## src/rtl/stochastic_search_sequencer.sv

```systemverilog
// -----------------------------------------------------------------------------
// stochastic_search_sequencer
//
// Sits between the host configuration path and the StochasticSearch engine.
// In IDLE it accepts clause beats and puts each one on the engine clause write
// port for one cycle. It also keeps a mask of which clauses have been written.
// On start it seeds the engine's assignment and runs bounded search
// iterations. Each iteration's best assignment is fed back as the next
// starting point. The block keeps the best result seen and stops early once
// every existing clause is satisfied.
//
// Ports
//   in_clk / in_reset             clock, synchronous active-high reset
//   in_cfg_*  / out_cfg_ready     clause beat handshake, index, coefficients,
//                                 mask flush
//   in_start, in_abort            search control
//   in_iteration_limit            iteration budget, latched at start
//   in_seed_*                     initial assignment
//   out_engine_*                  enable, clause write port, clause mask,
//                                 current assignment
//   in_engine_*                   engine ready, best gain, best assignment
//   out_busy/out_done/out_solved  status
//   out_iterations, out_best_*    completed iterations and best result
// -----------------------------------------------------------------------------
module stochastic_search_sequencer #(
    parameter int MAXIMUM_BIT_WIDTH_OF_INTEGER_COEFFICIENT     = 4,
    parameter int MAXIMUM_BIT_WIDTH_OF_BOOLEAN_COEFFICIENT     = 2,
    parameter int MAXIMUM_BIT_WIDTH_OF_INTEGER_VARIABLE_INDEX  = 1,
    parameter int MAXIMUM_BIT_WIDTH_OF_BOOLEAN_VARIABLE_INDEX  = 1,
    parameter int MAXIMUM_BIT_WIDTH_OF_INTEGER_VARIABLE        = 4,
    parameter int MAXIMUM_BIT_WIDTH_OF_CLAUSES_INDEX           = 2,
    parameter int MAXIMUM_BIT_WIDTH_OF_ITERATION_COUNT         = 8,
    localparam int IC = MAXIMUM_BIT_WIDTH_OF_INTEGER_COEFFICIENT,
    localparam int BC = MAXIMUM_BIT_WIDTH_OF_BOOLEAN_COEFFICIENT,
    localparam int NI = 2 ** MAXIMUM_BIT_WIDTH_OF_INTEGER_VARIABLE_INDEX,
    localparam int NB = 2 ** MAXIMUM_BIT_WIDTH_OF_BOOLEAN_VARIABLE_INDEX,
    localparam int IV = MAXIMUM_BIT_WIDTH_OF_INTEGER_VARIABLE,
    localparam int CW = MAXIMUM_BIT_WIDTH_OF_CLAUSES_INDEX,
    localparam int NC = 2 ** MAXIMUM_BIT_WIDTH_OF_CLAUSES_INDEX,
    localparam int IW = MAXIMUM_BIT_WIDTH_OF_ITERATION_COUNT
) (
    input  logic                  in_clk,
    input  logic                  in_reset,
    input  logic                  in_cfg_valid,
    output logic                  out_cfg_ready,
    input  logic [CW-1:0]         in_cfg_index,
    input  logic [(NI+1)*IC-1:0]  in_cfg_coefficients_integer,
    input  logic [BC*NB-1:0]      in_cfg_coefficients_boolean,
    input  logic                  in_cfg_flush,
    input  logic                  in_start,
    input  logic                  in_abort,
    input  logic [IW-1:0]         in_iteration_limit,
    input  logic [NI*IV-1:0]      in_seed_integer,
    input  logic [NB-1:0]         in_seed_boolean,
    output logic                  out_engine_enable,
    output logic [CW-1:0]         out_engine_clause_index,
    output logic [(NI+1)*IC-1:0]  out_engine_coefficients_integer,
    output logic [BC*NB-1:0]      out_engine_coefficients_boolean,
    output logic [NC-1:0]         out_engine_existing_clauses,
    output logic [NI*IV-1:0]      out_engine_integer_assignments,
    output logic [NB-1:0]         out_engine_boolean_assignments,
    input  logic                  in_engine_ready,
    input  logic [CW:0]           in_engine_bestgain,
    input  logic [NI*IV-1:0]      in_engine_best_integer,
    input  logic [NB-1:0]         in_engine_best_boolean,
    output logic                  out_busy,
    output logic                  out_done,
    output logic                  out_solved,
    output logic [IW-1:0]         out_iterations,
    output logic [CW:0]           out_best_gain,
    output logic [NI*IV-1:0]      out_best_integer,
    output logic [NB-1:0]         out_best_boolean
);

    typedef enum logic [2:0] {
        S_IDLE    = 3'd0,
        S_WRITE   = 3'd1,
        S_RUN     = 3'd2,
        S_RESTART = 3'd3,
        S_DONE    = 3'd4
    } state_t;

    state_t                 state_q, state_d;
    logic [CW-1:0]          eng_index_q, eng_index_d;
    logic [(NI+1)*IC-1:0]   eng_coef_int_q, eng_coef_int_d;
    logic [BC*NB-1:0]       eng_coef_bool_q, eng_coef_bool_d;
    logic [NC-1:0]          mask_q, mask_d;
    logic [NI*IV-1:0]       assign_int_q, assign_int_d;
    logic [NB-1:0]          assign_bool_q, assign_bool_d;
    logic [IW-1:0]          iterations_q, iterations_d;
    logic [IW-1:0]          limit_q, limit_d;
    logic [CW:0]            best_gain_q, best_gain_d;
    logic [NI*IV-1:0]       best_int_q, best_int_d;
    logic [NB-1:0]          best_bool_q, best_bool_d;
    logic                   solved_q, solved_d;

    // The popcount is one bit wider than the clause index, so a full mask
    // (NC clauses) is representable and compares directly against the gain.
    logic [CW:0]            popcount;
    logic [IW-1:0]          iter_inc;

    always_comb begin
        popcount = '0;
        for (int i = 0; i < NC; i++) begin
            popcount = popcount + {{CW{1'b0}}, mask_q[i]};
        end
    end

    assign iter_inc = iterations_q + {{(IW-1){1'b0}}, 1'b1};

    // State and datapath registers
    always_ff @(posedge in_clk) begin
        if (in_reset) begin
            state_q         <= S_IDLE;
            eng_index_q     <= '0;
            eng_coef_int_q  <= '0;
            eng_coef_bool_q <= '0;
            mask_q          <= '0;
            assign_int_q    <= '0;
            assign_bool_q   <= '0;
            iterations_q    <= '0;
            limit_q         <= '0;
            best_gain_q     <= '0;
            best_int_q      <= '0;
            best_bool_q     <= '0;
            solved_q        <= 1'b0;
        end else begin
            state_q         <= state_d;
            eng_index_q     <= eng_index_d;
            eng_coef_int_q  <= eng_coef_int_d;
            eng_coef_bool_q <= eng_coef_bool_d;
            mask_q          <= mask_d;
            assign_int_q    <= assign_int_d;
            assign_bool_q   <= assign_bool_d;
            iterations_q    <= iterations_d;
            limit_q         <= limit_d;
            best_gain_q     <= best_gain_d;
            best_int_q      <= best_int_d;
            best_bool_q     <= best_bool_d;
            solved_q        <= solved_d;
        end
    end

    // Next-state and datapath update
    always_comb begin
        state_d         = state_q;
        eng_index_d     = eng_index_q;
        eng_coef_int_d  = eng_coef_int_q;
        eng_coef_bool_d = eng_coef_bool_q;
        mask_d          = mask_q;
        assign_int_d    = assign_int_q;
        assign_bool_d   = assign_bool_q;
        iterations_d    = iterations_q;
        limit_d         = limit_q;
        best_gain_d     = best_gain_q;
        best_int_d      = best_int_q;
        best_bool_d     = best_bool_q;
        solved_d        = solved_q;

        case (state_q)
            S_IDLE: begin
                // A cfg beat wins over flush and start. The losing request is
                // dropped, and the host re-presents it.
                if (in_cfg_valid) begin
                    eng_index_d          = in_cfg_index;
                    eng_coef_int_d       = in_cfg_coefficients_integer;
                    eng_coef_bool_d      = in_cfg_coefficients_boolean;
                    mask_d[in_cfg_index] = 1'b1;
                    state_d              = S_WRITE;
                end else if (in_cfg_flush) begin
                    mask_d = '0;
                end else if (in_start) begin
                    iterations_d = '0;
                    best_gain_d  = '0;
                    best_int_d   = '0;
                    best_bool_d  = '0;
                    limit_d      = in_iteration_limit;
                    if (mask_q == '0) begin
                        // No clauses exist, so the formula is trivially solved.
                        solved_d = 1'b1;
                        state_d  = S_DONE;
                    end else if (in_iteration_limit == '0) begin
                        solved_d = 1'b0;
                        state_d  = S_DONE;
                    end else begin
                        assign_int_d  = in_seed_integer;
                        assign_bool_d = in_seed_boolean;
                        solved_d      = 1'b0;
                        state_d       = S_RUN;
                    end
                end
            end

            S_WRITE: begin
                state_d = S_IDLE;
            end

            S_RUN: begin
                // Abort takes precedence, and a same-cycle ready is discarded.
                if (in_abort) begin
                    solved_d = 1'b0;
                    state_d  = S_DONE;
                end else if (in_engine_ready) begin
                    iterations_d = iter_inc;
                    if (iterations_q == '0 || in_engine_bestgain > best_gain_q) begin
                        best_gain_d = in_engine_bestgain;
                        best_int_d  = in_engine_best_integer;
                        best_bool_d = in_engine_best_boolean;
                    end
                    assign_int_d  = in_engine_best_integer;
                    assign_bool_d = in_engine_best_boolean;
                    if (in_engine_bestgain == popcount) begin
                        solved_d = 1'b1;
                        state_d  = S_DONE;
                    end else if (iter_inc == limit_q) begin
                        solved_d = 1'b0;
                        state_d  = S_DONE;
                    end else begin
                        state_d = S_RESTART;
                    end
                end
            end

            S_RESTART: begin
                if (in_abort) begin
                    solved_d = 1'b0;
                    state_d  = S_DONE;
                end else begin
                    state_d = S_RUN;
                end
            end

            S_DONE: begin
                state_d = S_IDLE;
            end

            default: begin
                state_d = S_IDLE;
            end
        endcase
    end

    // State-decoded outputs
    always_comb begin
        out_cfg_ready     = (state_q == S_IDLE);
        out_engine_enable = (state_q == S_RUN);
        out_busy          = (state_q == S_RUN) || (state_q == S_RESTART);
        out_done          = (state_q == S_DONE);
    end

    assign out_engine_clause_index         = eng_index_q;
    assign out_engine_coefficients_integer = eng_coef_int_q;
    assign out_engine_coefficients_boolean = eng_coef_bool_q;
    assign out_engine_existing_clauses     = mask_q;
    assign out_engine_integer_assignments  = assign_int_q;
    assign out_engine_boolean_assignments  = assign_bool_q;
    assign out_solved                      = solved_q;
    assign out_iterations                  = iterations_q;
    assign out_best_gain                   = best_gain_q;
    assign out_best_integer                = best_int_q;
    assign out_best_boolean                = best_bool_q;

endmodule

```

## config.mk

```make
export PLATFORM = sky130hd
export DESIGN_NAME = stochastic_search_sequencer
export DESIGN_NICKNAME = d
export VERILOG_FILES = /design/src/rtl/stochastic_search_sequencer.sv
export SDC_FILE = /design/constraint.sdc
export NUM_CORES = 1
export LEC_CHECK = 0
export CAP_MARGIN = 5
export CORE_ASPECT_RATIO = 1.75
export CORE_MARGIN = 4
export CORE_UTILIZATION = 35
export DETAILED_ROUTE_END_ITERATION = 16
export PLACE_DENSITY = 0.65
export SETUP_SLACK_MARGIN = 0.1
export SLEW_MARGIN = 20
export SYNTH_ARGS = -nofsm -noshare
export SYNTH_HDL_FRONTEND = slang
export SYNTH_SLANG_ARGS = --single-unit
```

## constraint.sdc

```tcl
create_clock -name in_clk -period 2.7 [get_ports in_clk]
set_clock_uncertainty 0.15 [all_clocks]
set_input_delay 0.405 -clock in_clk [delete_from_list [all_inputs] [get_ports in_clk]]
set_output_delay 0.405 -clock in_clk [all_outputs]
set_load 0.1 [all_outputs]
```

After elaboration in Yosys (flattened, before gate mapping) --
Index checks and enable logic that the tools add are counted.
Word-level totals: register bits 65, bits of input ports 56, output and inout bits 58
Operators by class: add/sub/neg operators 4, order comparisons 3, equal/unequal tests 18, multiplexer cells 65, bitwise operators 3, reduce and logical (&&, ||, !) cells 18
Operator list (count):
- two-way mux 8 bit | 15
- two-way mux 3 bit | 16
- case mux 8 bit (2 select lines) | 3
- two-way mux 2 bit | 13
- logical NOT 8 bit | 2
- AND reduction 7 bit | 2
- != test 2 bit (second input constant) | 6
- two-way mux 1 bit | 10
- case mux 3 bit (3 select lines) | 1
- adder 8 x 1 -> 8 bit (second input constant) | 1
- equality test 8 bit | 1
- two-way mux 4 bit | 2
- case mux 2 bit (2 select lines) | 2
- AND reduction 8 bit | 1
- equality test 3 x 2 -> 1 bit (second input constant) | 2
- != test 2 x 1 -> 1 bit (second input constant) | 3
- != test 3 x 2 -> 1 bit (second input constant) | 2
- case mux 3 bit (2 select lines) | 1
- AND reduction 6 bit | 1
- logical NOT 4 bit | 1
- != test 4 x 2 -> 1 bit (second input constant) | 1
- bitwise OR 4 bit | 1
- AND reduction 2 bit | 2
- AND reduction 4 bit | 1
- 18 further kinds | 21

Longest topological paths before layout --
Gate-level depths: netlist of the first run.
depth in word-level cells 8, mapped depth 9

Worst setup path after synthesis of the first run --
OpenSTA, ideal clock, no wires.
path type register -> register, from register state_q[1], to register eng_coef_int_q[2] (netlist: out_engine_coefficients_integer[2]), setup time 0.132 ns, arrival 3.764 ns, required time 2.418 ns, slack -1.346 ns, cell stages (with the launch flop) 6, clock period less this slack 4.046 ns, cells stage by stage dfxtp_1 > nor3_1 > nand2_1 > clkbuf_1 > nand2_1 > a21oi_1
Between the ends: word-level cells in the longest chain between the ends 2
Ends and longest elaborated chain:
- from (decl) | RTL line 83 | state_t state_q, state_d;
- from (signal assigned) | RTL line 128 | state_q <= state_d;
- logical NOT 3 bit
- named net out_cfg_ready | RTL line 45 | output logic out_cfg_ready,
- AND reduction 2 bit (no line)
- to (signal assigned) | RTL line 130 | eng_coef_int_q <= eng_coef_int_d;
- to (decl) | RTL line 85 | logic [(NI+1)*IC-1:0] eng_coef_int_q, eng_coef_int_d;
The timed path passes the listed nets, and every way through them passes these cells. A chain may end at the register's enable or synchronous reset.

Final worst setup path of the first run --
from register mask_q[0] (netlist: out_engine_existing_clauses[0]), to register state_q[2]
Between the ends: word-level cells in the longest chain between the ends 8
Ends and longest elaborated chain:
- from (decl) | RTL line 87 | logic [NC-1:0] mask_q, mask_d;
- from (signal assigned) | RTL line 132 | mask_q <= mask_d;
- adder 1 x 1 -> 2 bit | RTL line 105 | popcount = popcount + {{CW{1'b0}}, mask_q[i]};
- adder 2 x 1 -> 3 bit | RTL line 105
- adder 3 x 1 -> 3 bit | RTL line 105
- equality test 3 bit | RTL line 212 | if (in_engine_bestgain == popcount) begin
- two-way mux 3 bit | RTL line 212
- two-way mux 3 bit | RTL line 203 | end else if (in_engine_ready) begin
- two-way mux 3 bit | RTL line 200 | if (in_abort) begin
- case mux 3 bit (3 select lines) (*) | RTL line 160 | case (state_q)
Mark *: on every way between the ends. The rest lies on a longest branch, timed or not. The select of a mux whose other input is x is not followed.

==> qor.yml, run 1 <==
run_status:
  outcome: "complete, no violations"
critical_path:
  crit_slowest_cell: "fa_1"
  reg2reg_from: "out_engine_existing_clauses[0]$_SDFFE_PP0P_"
  worstPathRequired_ns: 2.75
  worst-path-max-fanout: 4
  r2r-end: "state_q[2]$_SDFFE_PP0P_"
  critPathLaunch: "out_engine_existing_clauses[0]$_SDFFE_PP0P_"
  path_buf_inv: 3
  r2r_slack_ns: 0.21
  crit_chain: "inv_1, fa_1, inv_1, ha_1, ha_1, xor2_1, nor3_2, buf_4, o31ai_1, a21boi_0"
  endpoint_kind: "flip-flop"
  crit_family: "adder cells"
  reg2reg_depth: 10
  cp.arrival_ns: 2.54
  start_kind: "flip-flop"
  max_stage_delay_ns: 0.54
  crit_type: "flip-flop to flip-flop"
sta:
  rsz0062_at_grt: "false"
  post-route-period-util_pct: 92.4
  slew_violations: 0
  report.final.setup_viol: 0
  hold_violations: 0
  hold_slack_ns: 0.305
  period_minus_slack_ns: 2.49
  worst_slack_ns: 0.206
  relSlewSlack_pct: 63.2
  max_freq_mhz: 401
  worst_slew_pin_slew_ns: 0.551
synth:
  syn_area_per_cell_um2: 8.37
  synth_fp_nets: 439
  synth-edff-count: 0
  synth_cell_type_count: 51
  seq_area_frac_synth_pct: 41.6
  synthFlopType: "dfxtp_1"
  ys_warn_count: 0
  syn_area_um2: 3130
  synthArstFlopShare_pct: 0
  synth-simple-area-share_pct: 22.6
  ys_top_cells_by_area: "dfxtp_1, a21oi_1, mux2i_1, nor2_1, nand2_1"
  synth_compound_area_share_pct: 17.7
  synthXorXnorAreaFrac_pct: 3.36
  postSynthCellCount: 374
  synthAdderAreaFrac_pct: 3.84
  synth_top_area_share_pct: 41.6
  synth_mux_area_share_pct: 5.75
  yosys.area.top_type: "dfxtp_1"
  synth_seq_cells: 65
  synth_top_family_by_area: "simple AND/OR/NAND/NOR gates"
cts:
  cts_made_buffers: 9
  cts-htree-levels: 3
  path_clk_slew_ns: 0.05
  cts_tree: "yes"
  cts_max_path_buffers: 2
  root_buffer: "clkbuf_16"
  clkLatencyLatePin_ns: 0.33
  cts_sinks: 65
pwr:
  power.total_w: 0.00320
  vdd_drop_max_v: 0.000353
  pwr-share-seq_pct: 33.2
  power_density_nw_per_um2: 684
  comb_power_share_pct: 29.5
  switching_share_pct: 34.7
  p_clk_share_pct: 37.3
  power_switching_w: 0.00111
  p_int_w: 0.00209
  leakagePower_nw: 1.99
floorplan:
  ios: 114
  die_w_um: 79.5
  die-height_um: 133
  rows: 45
  dieArea_um2: 10600
  coreArea_um2: 8730
  start_util_pct: 35.9
layout:
  post-route-util_pct: 53.6
  finalNonFillerCells: 617
  drive_gt1_share_pct: 22.4
  num-nets-final: 560
  fillerInstances: 834
  area_delta_synth_final_pct: 49.4
  n_antenna_cell: 0
  final_cell_mix: "buf_4, dfxtp_1, clkdlybuf4s50_1, a21oi_1, nor2_1"
  final_common_cell: "buf_4"
place:
  pre_cts_ws_ns: -0.141
  place_hpwl_mm: 7.33
  post-place-cells: 600
  gp_congestion: 0.864
  port_buffers: 113
flow_run:
  cap_violations: 0
min_path:
  holdPathStages: 2
  hp-start: "out_engine_clause_index[1]$_SDFFE_PP0P_"
  whs_endpoint: "out_engine_clause_index[1]$_SDFFE_PP0P_"
  min_path_type: "flip-flop to flip-flop"
global_routing:
  grt_pass1_wl_mm: 14.8
  antenna_found_initial: 0
  gr-usage-met1_pct: 18.5
  grt_start_max_net_pins: 27
  grt_pass1_vias: 3009
  grt_use_met2_pct: 34.1
  overflow: 0
  met3_usage_pct: 3.79
  grt.busiest_layer: "met2"
  grt_util_all_layers_pct: 18.0
route:
  vias: 3127
  drc_errors: 0
  post_drt_wl_per_cell_um: 15.6
  routed_wl_mm: 9.60
  firstDrtPassIters: 4
  drtAntennaViolNets: 0
  drtIter0Drc: 141
  avgViaCountPerCell: 5.07
-- metal layers --
| layer | vias up | routed length, um |
|---|---|---|
| li1 | 1552 | - |
| met1 | 1469 | 3560 |
| met2 | 90 | 5370 |
| met3 | 16 | 468 |
| met4 | 0 | 210 |
| met5 | - | 0 |
-- cell usage after synthesis (all sizes together) (7+ instances only) --
library cell and count:
a211oi 10, a21oi 46, and3 12, buf 9
clkbuf 12, dfxtp 65, ha 8, inv 18
mux2i 18, nand2 42, nand3 8, nor2 45
nor3 8, o21ai 8, xnor2 7
-- cell families after synthesis --
group / count (synthesis)
and+or+nand+nor: 142
AOI/OAI and AO/OA: 89
DFF: 65
buffers and inverters: 39
muxes: 18
xor gates and xnor gates: 12
adders and majority gates: 9
-- worst register-to-register path, delay by kind of cell, from the launching register on --
family / cells / cell delay [ns]
adder cells (fa/ha/maj): 3 / 1.00
AND/OR/NAND/NOR: 1 / 0.06
buffers and inverters: 3 / 0.25
AO/OA/AOI/OAI: 2 / 0.36
XOR/XNOR: 1 / 0.18
flip-flops: 1 / 0.35
-- sequential cells by signal (all words and copies together), names as in the netlist --
signal                           cells
out_solved                           1
out_engine_coefficients_integer     12
out_engine_integer_assignments       8
out_engine_boolean_assignments       2
out_engine_clause_index              2
out_iterations                       8
out_engine_coefficients_boolean      4
out_best_boolean                     2
out_best_gain                        3
out_best_integer                     8
out_engine_existing_clauses          4
limit_q                              8
state_q                              3
-- metrics by stage --
step / TNS (ns) / instance area [um2]
3_5_place_dp: -1.53 / 4350
3_3_place_gp: -0.512 / 4350
5_1_grt: 0 / 4680
6_report: 0 / 4680
2_1_floorplan: 0 / 3170
4_1_cts: 0 / 4660
-- power groups by stage --
stage               Combinational [W]  Clock [W]  Sequential [W]
global route                 0.000988    0.00126         0.00107
CTS                          0.000942    0.00121         0.00106
global placement             0.000933          0         0.00108
detailed placement           0.000939          0         0.00108
floorplan                    0.000323          0         0.00141
finish                       0.000944    0.00119         0.00106
-- area by class of cell --
type / count / area, um2 / area share, %
multi-input cells: 270 / 1690 / 36.2
flip-flops and latches: 65 / 1320 / 28.2
repair buffers: 131 / 1140 / 24.4
clock buffers: 14 / 274 / 5.86
well taps: 117 / 146 / 3.13
inverters: 18 / 67.6 / 1.44
clock inverters: 2 / 35.0 / 0.749
-- repair_timing --
action,4_1_cts,5_1_grt
hold buffers,0,0
setup endpoints to repair,0,14
buffers inserted,0,1
resized for setup,0,2
-- worst max-delay path by stage --
stage                                  endpoint  slack [ns]  cells past startpoint
2_1_floorplan           state_q[1]$_SDFFE_PP0P_        0.11                      9
5_1_grt                 out_solved$_SDFFE_PP0P_        0.12                      7
3_3_place_gp   out_best_integer[7]$_SDFFE_PP0P_       -0.05                      8
4_1_cts                 state_q[1]$_SDFFE_PP0P_        0.16                      9
3_5_place_dp   out_best_integer[3]$_SDFFE_PP0P_       -0.14                      8
6_report                state_q[2]$_SDFFE_PP0P_        0.21                     10
Power figures use the tool's default switching activity.
==> run 2: changes to the inputs <==
CORE_ASPECT_RATIO = 0.75   (was 1.75)
==> run 2 against run 1 <==
  * Largest cell class unchanged
  * Sequential cell count is the same
  * Die area shrank 0.42%
  * Highest routed layer unchanged
  * Critical path type unchanged
  * Routed wire length shrank 3.2%
==> qor.yml, run 2 (same netlist as run 1, synthesis figures left out) <==
layout:
  num-nets-final: 560  # unchanged
  post-route-util_pct: 54.9  # was 53.6%
  final_cell_mix: "buf_4, dfxtp_1, clkdlybuf4s50_1, a21oi_1, nor2_1"  # unchanged
  n_antenna_cell: 0  # unchanged
  largest_reg_flops: 12  # unchanged
  final_common_cell: "buf_4"  # unchanged
  drive_gt1_share_pct: 23.8  # was 22.4%
  finalNonFillerCells: 608  # was 617
  area_delta_synth_final_pct: 50.7  # was 49.4%
global_routing:
  antenna_found_initial: 0  # unchanged
  grt_start_max_net_pins: 32  # was 27
  grt_util_all_layers_pct: 17.0  # was 18.0%
  grt_pass1_wl_mm: 14.5  # was 14.8 mm
  overflow: 0  # unchanged
  grt_pass1_vias: 2896  # was 3009
route:
  post_drt_wl_per_cell_um: 15.3  # was 15.6 um
  drtIter0Drc: 252  # was 141
  drtAntennaViolNets: 0  # unchanged
  vias: 3107  # was 3127
  routed_wl_mm: 9.30  # was 9.60 mm
  avgViaCountPerCell: 5.11  # was 5.07
  drc_errors: 0  # unchanged
  firstDrtPassIters: 4  # unchanged
sta:
  rsz0062_at_grt: "false"  # unchanged
  relSlewSlack_pct: 58.9  # was 63.2%
  worst_slew_pin_slew_ns: 0.616  # was 0.551 ns
  max_freq_mhz: 416  # was 401 MHz
  period_minus_slack_ns: 2.40  # was 2.49 ns
  post-route-period-util_pct: 89.0  # was 92.4%
  hold_violations: 0  # unchanged
  slew_violations: 0  # unchanged
  report.final.setup_viol: 0  # unchanged
  tns_ns: 0  # unchanged
pwr:
  power_density_nw_per_um2: 689  # was 684 nW/um2
  switching_share_pct: 35.1  # was 34.7%
  pwr-share-seq_pct: 32.6  # was 33.2%
  vdd_drop_max_v: 0.000336  # was 0.000353 V
  p_clk_share_pct: 38.2  # was 37.3%
  leakagePower_nw: 2.00  # was 1.99 nW
  p_int_w: 0.00211  # was 0.00209 W
  power_switching_w: 0.00114  # was 0.00111 W
  comb_power_share_pct: 29.1  # was 29.5%
cts:
  cts_sinks: 65  # unchanged
  cts_hold_buffers: 0  # unchanged
  root_buffer: "clkbuf_16"  # unchanged
  clkLatencyLatePin_ns: 0.33  # about the same
  path_clk_slew_ns: 0.06  # was 0.05 ns
  cts-htree-levels: 3  # unchanged
  cts_made_buffers: 9  # unchanged
  cts_tree: "yes"  # unchanged
  cts_max_path_buffers: 2  # unchanged
critical_path:
  reg2reg_depth: 9  # was 10
  critPathLaunch: "out_engine_existing_clauses[3]$_SDFFE_PP0P_"  # was out_engine_existing_clauses[0]$_SDFFE_PP0P_
  worst-path-max-fanout: 4  # unchanged
  cp.arrival_ns: 2.48  # was 2.54 ns
  reg2reg_from: "out_engine_existing_clauses[3]$_SDFFE_PP0P_"  # was out_engine_existing_clauses[0]$_SDFFE_PP0P_
  worstPathRequired_ns: 2.77  # was 2.75 ns
  start_kind: "flip-flop"  # unchanged
  crit_end: "state_q[1]$_SDFFE_PP0P_"  # was state_q[2]$_SDFFE_PP0P_
  r2r_slack_ns: 0.30  # was 0.21 ns
  r2r-end: "state_q[1]$_SDFFE_PP0P_"  # was state_q[2]$_SDFFE_PP0P_
  endpoint_kind: "flip-flop"  # unchanged
  crit_type: "flip-flop to flip-flop"  # unchanged
floorplan:
  dieArea_um2: 10500  # was 10600 um2
  start_util_pct: 36.4  # was 35.9%
  rows: 29  # was 45
  die-height_um: 89.9  # was 133 um
  coreArea_um2: 8600  # was 8730 um2
  die_w_um: 117  # was 79.5 um
  ios: 114  # unchanged
place:
  place_hpwl_mm: 6.87  # was 7.33 mm
  post-place-cells: 591  # was 600
  gp_congestion: 0.853  # was 0.864
  port_buffers: 113  # unchanged
flow_run:
  cap_violations: 0  # unchanged
min_path:
  min_path_type: "flip-flop to flip-flop"  # unchanged
run_status:
  outcome: "complete, no violations"  # unchanged
run 2: changes by cell type in the layout (fill, tap and decap cells not counted), moves of 2 or more:
cell | previous run | this run
inv_1 | 18 | 16
clkinv_4 | 0 | 2
clkbuf_1 | 2 | 0
inv_2 | 0 | 2
clkbuf_8 | 3 | 0
run 2: worst min-delay path by stage:
stage               slack (ns)                                               to  depth (start not counted)                                            start
detailed placement        0.30          out_engine_clause_index[0]$_SDFFE_PP0P_                          2          out_engine_clause_index[0]$_SDFFE_PP0P_
finish                    0.31          out_engine_clause_index[0]$_SDFFE_PP0P_                          2          out_engine_clause_index[0]$_SDFFE_PP0P_
global route              0.33  out_engine_coefficients_integer[4]$_SDFFE_PP0P_                          2  out_engine_coefficients_integer[4]$_SDFFE_PP0P_
floorplan                 0.33                          limit_q[0]$_SDFFE_PP0P_                          2                          limit_q[0]$_SDFFE_PP0P_
CTS                       0.31          out_engine_clause_index[0]$_SDFFE_PP0P_                          2          out_engine_clause_index[0]$_SDFFE_PP0P_
global placement          0.29  out_engine_coefficients_boolean[1]$_SDFFE_PP0P_                          2  out_engine_coefficients_boolean[1]$_SDFFE_PP0P_
run 2: cell type report:
class / count / area (um2)
repair buffers: 131 / 1140
flip-flops and latches: 65 / 1320
inverters: 18 / 67.6
well taps: 108 / 135
fillers: 779 / 3880
clock buffers: 9 / 225
multi-input cells: 270 / 1740
clock inverters: 7 / 95.1
run 2: routing by layer:
layer | global-route usage (%) | routed length [um] | vias to the layer above
li1 | - | - | 1561
met1 | 24.4 | 4510 | 1424
met2 | 25.1 | 3900 | 111
met3 | 5.30 | 811 | 11
met4 | 3.44 | 77 | 0
met5 | 0 | 0 | -
run 2: power groups by stage:
stage | clock network [W] | logic [W] | registers (W)
after floorplan | 0 | 0.000323 | 0.00141
after global placement | 0 | 0.000929 | 0.00108
after detailed placement | 0 | 0.000934 | 0.00108
after CTS | 0.00127 | 0.000937 | 0.00106
after global routing | 0.00131 | 0.00100 | 0.00107
final | 0.00124 | 0.000948 | 0.00106
run 2: what timing repair did:
item / in CTS / in global routing
buffers inserted: 0 / 1
resized for setup: 0 / 9
endpoints found under the setup margin: 0 / 6
run 2: critical path, stage by stage (launching register included):
cell	delay (ns)
dfxtp_4	0.35
inv_2	0.04
fa_1	0.53
inv_1	0.05
ha_1	0.20
ha_4	0.22
xor2_2	0.15
nor3_4	0.28
nor3_2	0.09
o211a_1	0.22
run 2: per-stage QoR:
step	cell area, um2	worst slack, ns	total power (W)	hold slack, ns
after floorplan	3170	0.107	0.00173	0.334
final	4720	0.297	0.00325	0.306
after global routing	4720	0.129	0.00338	0.325
after global placement	4340	-0.0375	0.00201	0.293
after detailed placement	4340	-0.106	0.00202	0.303
after CTS	4660	0.156	0.00327	0.310
==> run 3: changes to the inputs <==
CORE_UTILIZATION = 41   (was 35)
PLACE_DENSITY = 0.75   (was 0.65)
==> run 3 against run 2 <==
  * Clock-buffer cell count rose by 1
  * Utilization rose by 6.6 points
  * Via count rose by 0.80%
  * Worst hold slack barely moved
  * First-iteration DRC count fell by 31%
  * Non-clock buffer count fell by 1
  * Global-route usage rose by 2.7 points
  * Sequential cell count did not move
  * Critical path depth did not move
  * Routed wire length fell by 1.7%
  * Critical path type unchanged
  * Critical endpoint is now out_solved$_SDFFE_PP0P_
  * Largest cell class unchanged
==> qor.yml, run 3 (same netlist as run 1, synthesis figures left out) <==
sta:
  worst_slack_ns: 0.240  # was 0.297 ns
  worst_slew_pin_slew_ns: 0.551  # was 0.616 ns
  period_minus_slack_ns: 2.46  # was 2.40 ns
  slew_violations: 0  # unchanged
  report.final.setup_viol: 0  # unchanged
  rsz0062_at_grt: "true"  # was false
  hold_slack_ns: 0.306  # about the same
  post-route-period-util_pct: 91.1  # was 89.0%
  max_freq_mhz: 407  # was 416 MHz
  hold_violations: 0  # unchanged
  relSlewSlack_pct: 63.2  # was 58.9%
critical_path:
  worst-path-max-fanout: 4  # unchanged
  worstPathRequired_ns: 2.81  # was 2.77 ns
  endpoint_kind: "flip-flop"  # unchanged
  cp.arrival_ns: 2.57  # was 2.48 ns
  start_kind: "flip-flop"  # unchanged
  crit_type: "flip-flop to flip-flop"  # unchanged
route:
  drtAntennaViolNets: 0  # unchanged
  drc_errors: 0  # unchanged
  drtIter0Drc: 174  # was 252
  post_drt_wl_per_cell_um: 15.2  # was 15.3 um
  avgViaCountPerCell: 5.22  # was 5.11
  routed_wl_mm: 9.14  # was 9.30 mm
  vias: 3132  # was 3107
  firstDrtPassIters: 4  # unchanged
floorplan:
  die-height_um: 83.7  # was 89.9 um
  die_w_um: 109  # was 117 um
  coreArea_um2: 7400  # was 8600 um2
  rows: 27  # was 29
  start_util_pct: 42.3  # was 36.4%
  ios: 114  # unchanged
  dieArea_um2: 9120  # was 10500 um2
place:
  place_hpwl_mm: 6.67  # was 6.87 mm
  pre_cts_ws_ns: -0.145  # was -0.106 ns
  port_buffers: 113  # unchanged
  place_area_um2: 4330  # was 4340 um2
  gp_congestion: 0.841  # was 0.853
flow_run:
  cap_violations: 0  # unchanged
pwr:
  leakagePower_nw: 1.94  # was 2.00 nW
  power_density_nw_per_um2: 629  # was 689 nW/um2
  vdd_drop_max_v: 0.000295  # was 0.000336 V
layout:
  final_cell_mix: "buf_4, dfxtp_1, clkdlybuf4s50_1, a21oi_1, nor2_1"  # unchanged
  area_delta_synth_final_pct: 45.1  # was 50.7%
  final_common_cell: "buf_4"  # unchanged
  largest_reg_flops: 12  # unchanged
  fin_area_um2: 4550  # was 4720 um2
  fillerInstances: 666  # was 779
  num-nets-final: 559  # was 560
  n_antenna_cell: 0  # unchanged
  drive_gt1_share_pct: 22.4  # was 23.8%
cts:
  cts_tree: "yes"  # unchanged
  path_clk_slew_ns: 0.08  # was 0.06 ns
  cts_made_buffers: 9  # unchanged
  root_buffer: "clkbuf_8"  # was clkbuf_16
  cts-htree-levels: 3  # unchanged
  cts_sinks: 65  # unchanged
  cts_max_path_buffers: 2  # unchanged
  clkLatencyLatePin_ns: 0.35  # was 0.33 ns
  cts_hold_buffers: 0  # unchanged
min_path:
  min_path_type: "flip-flop to flip-flop"  # unchanged
global_routing:
  antenna_found_initial: 0  # unchanged
  grt_util_all_layers_pct: 19.7  # was 17.0%
  overflow: 0  # unchanged
  grt_pass1_wl_mm: 14.5  # about the same
  grt_pass1_vias: 3000  # was 2896
  grt_start_max_net_pins: 29  # was 32
run_status:
  outcome: "complete, no violations"  # unchanged
run 3: worst max-delay path, cell delays in order (launching register included):
cell     delay (ns)
dfxtp_4        0.36
inv_1          0.06
fa_1           0.53
inv_1          0.04
ha_1           0.17
ha_1           0.28
xor2_1         0.17
nor3_4         0.23
nor4_1         0.09
nor4_1         0.27
run 3: cell type report:
cell class                 count  area [um2]  area share (%)
multi-input combinational    270        1700            37.3
sequential                    65        1320            29.0
timing repair buffer         130        1130            24.9
clock buffer                  10         138            3.03
tap                          101         126            2.78
inverter                      18        67.6            1.49
clock inverter                 6        65.1            1.43
run 3: metal layers:
| metal | routed length (um) | global-route usage [%] |
|---|---|---|
| met1 | 4380 | 27.7 |
| met2 | 3860 | 30.1 |
| met3 | 848 | 6.03 |
| met4 | 57 | 3.10 |
| met5 | 0 | 0 |
run 3: timing repair:
action                     CTS  global route
setup buffers                0             0
resized for setup            0             2
hold endpoints to repair     0             0
setup endpoints to repair    0            12
run 3: power by group:
part	total, W	leakage, nW	switching [W]	internal [W]
combinational	0.000940	1.30	0.000658	0.000283
sequential	0.00106	0.534	0.0000451	0.00102
clock	0.000857	0.0992	0.000404	0.000453
total	0.00286	1.94	0.00111	0.00175
run 3: through the flow:
| stage | setup TNS (ns) | utilization [%] | total power (W) | instances |
|---|---|---|---|---|
| final | 0 | 61.4 | 0.00286 | 600 |
| after global routing | 0 | 61.4 | 0.00298 | 600 |
| after CTS | 0 | 61.3 | 0.00287 | 600 |
| after detailed placement | -1.36 | 58.5 | 0.00201 | 584 |
| after global placement | -0.340 | 58.5 | 0.00201 | 584 |
| after floorplan | 0 | - | 0.00173 | 374 |
run 3: path summary, 6_finish.rpt:
kind                            slack, ns  cells past startpoint                                            start                                               to
worst min-delay path                 0.31                      2  out_engine_coefficients_boolean[2]$_SDFFE_PP0P_  out_engine_coefficients_boolean[2]$_SDFFE_PP0P_
worst max-delay path                 0.24                      9      out_engine_existing_clauses[0]$_SDFFE_PP0P_                          out_solved$_SDFFE_PP0P_
worst max register to register       0.24                      9      out_engine_existing_clauses[0]$_SDFFE_PP0P_                          out_solved$_SDFFE_PP0P_
worst min register to register       0.31                      2  out_engine_coefficients_boolean[2]$_SDFFE_PP0P_  out_engine_coefficients_boolean[2]$_SDFFE_PP0P_
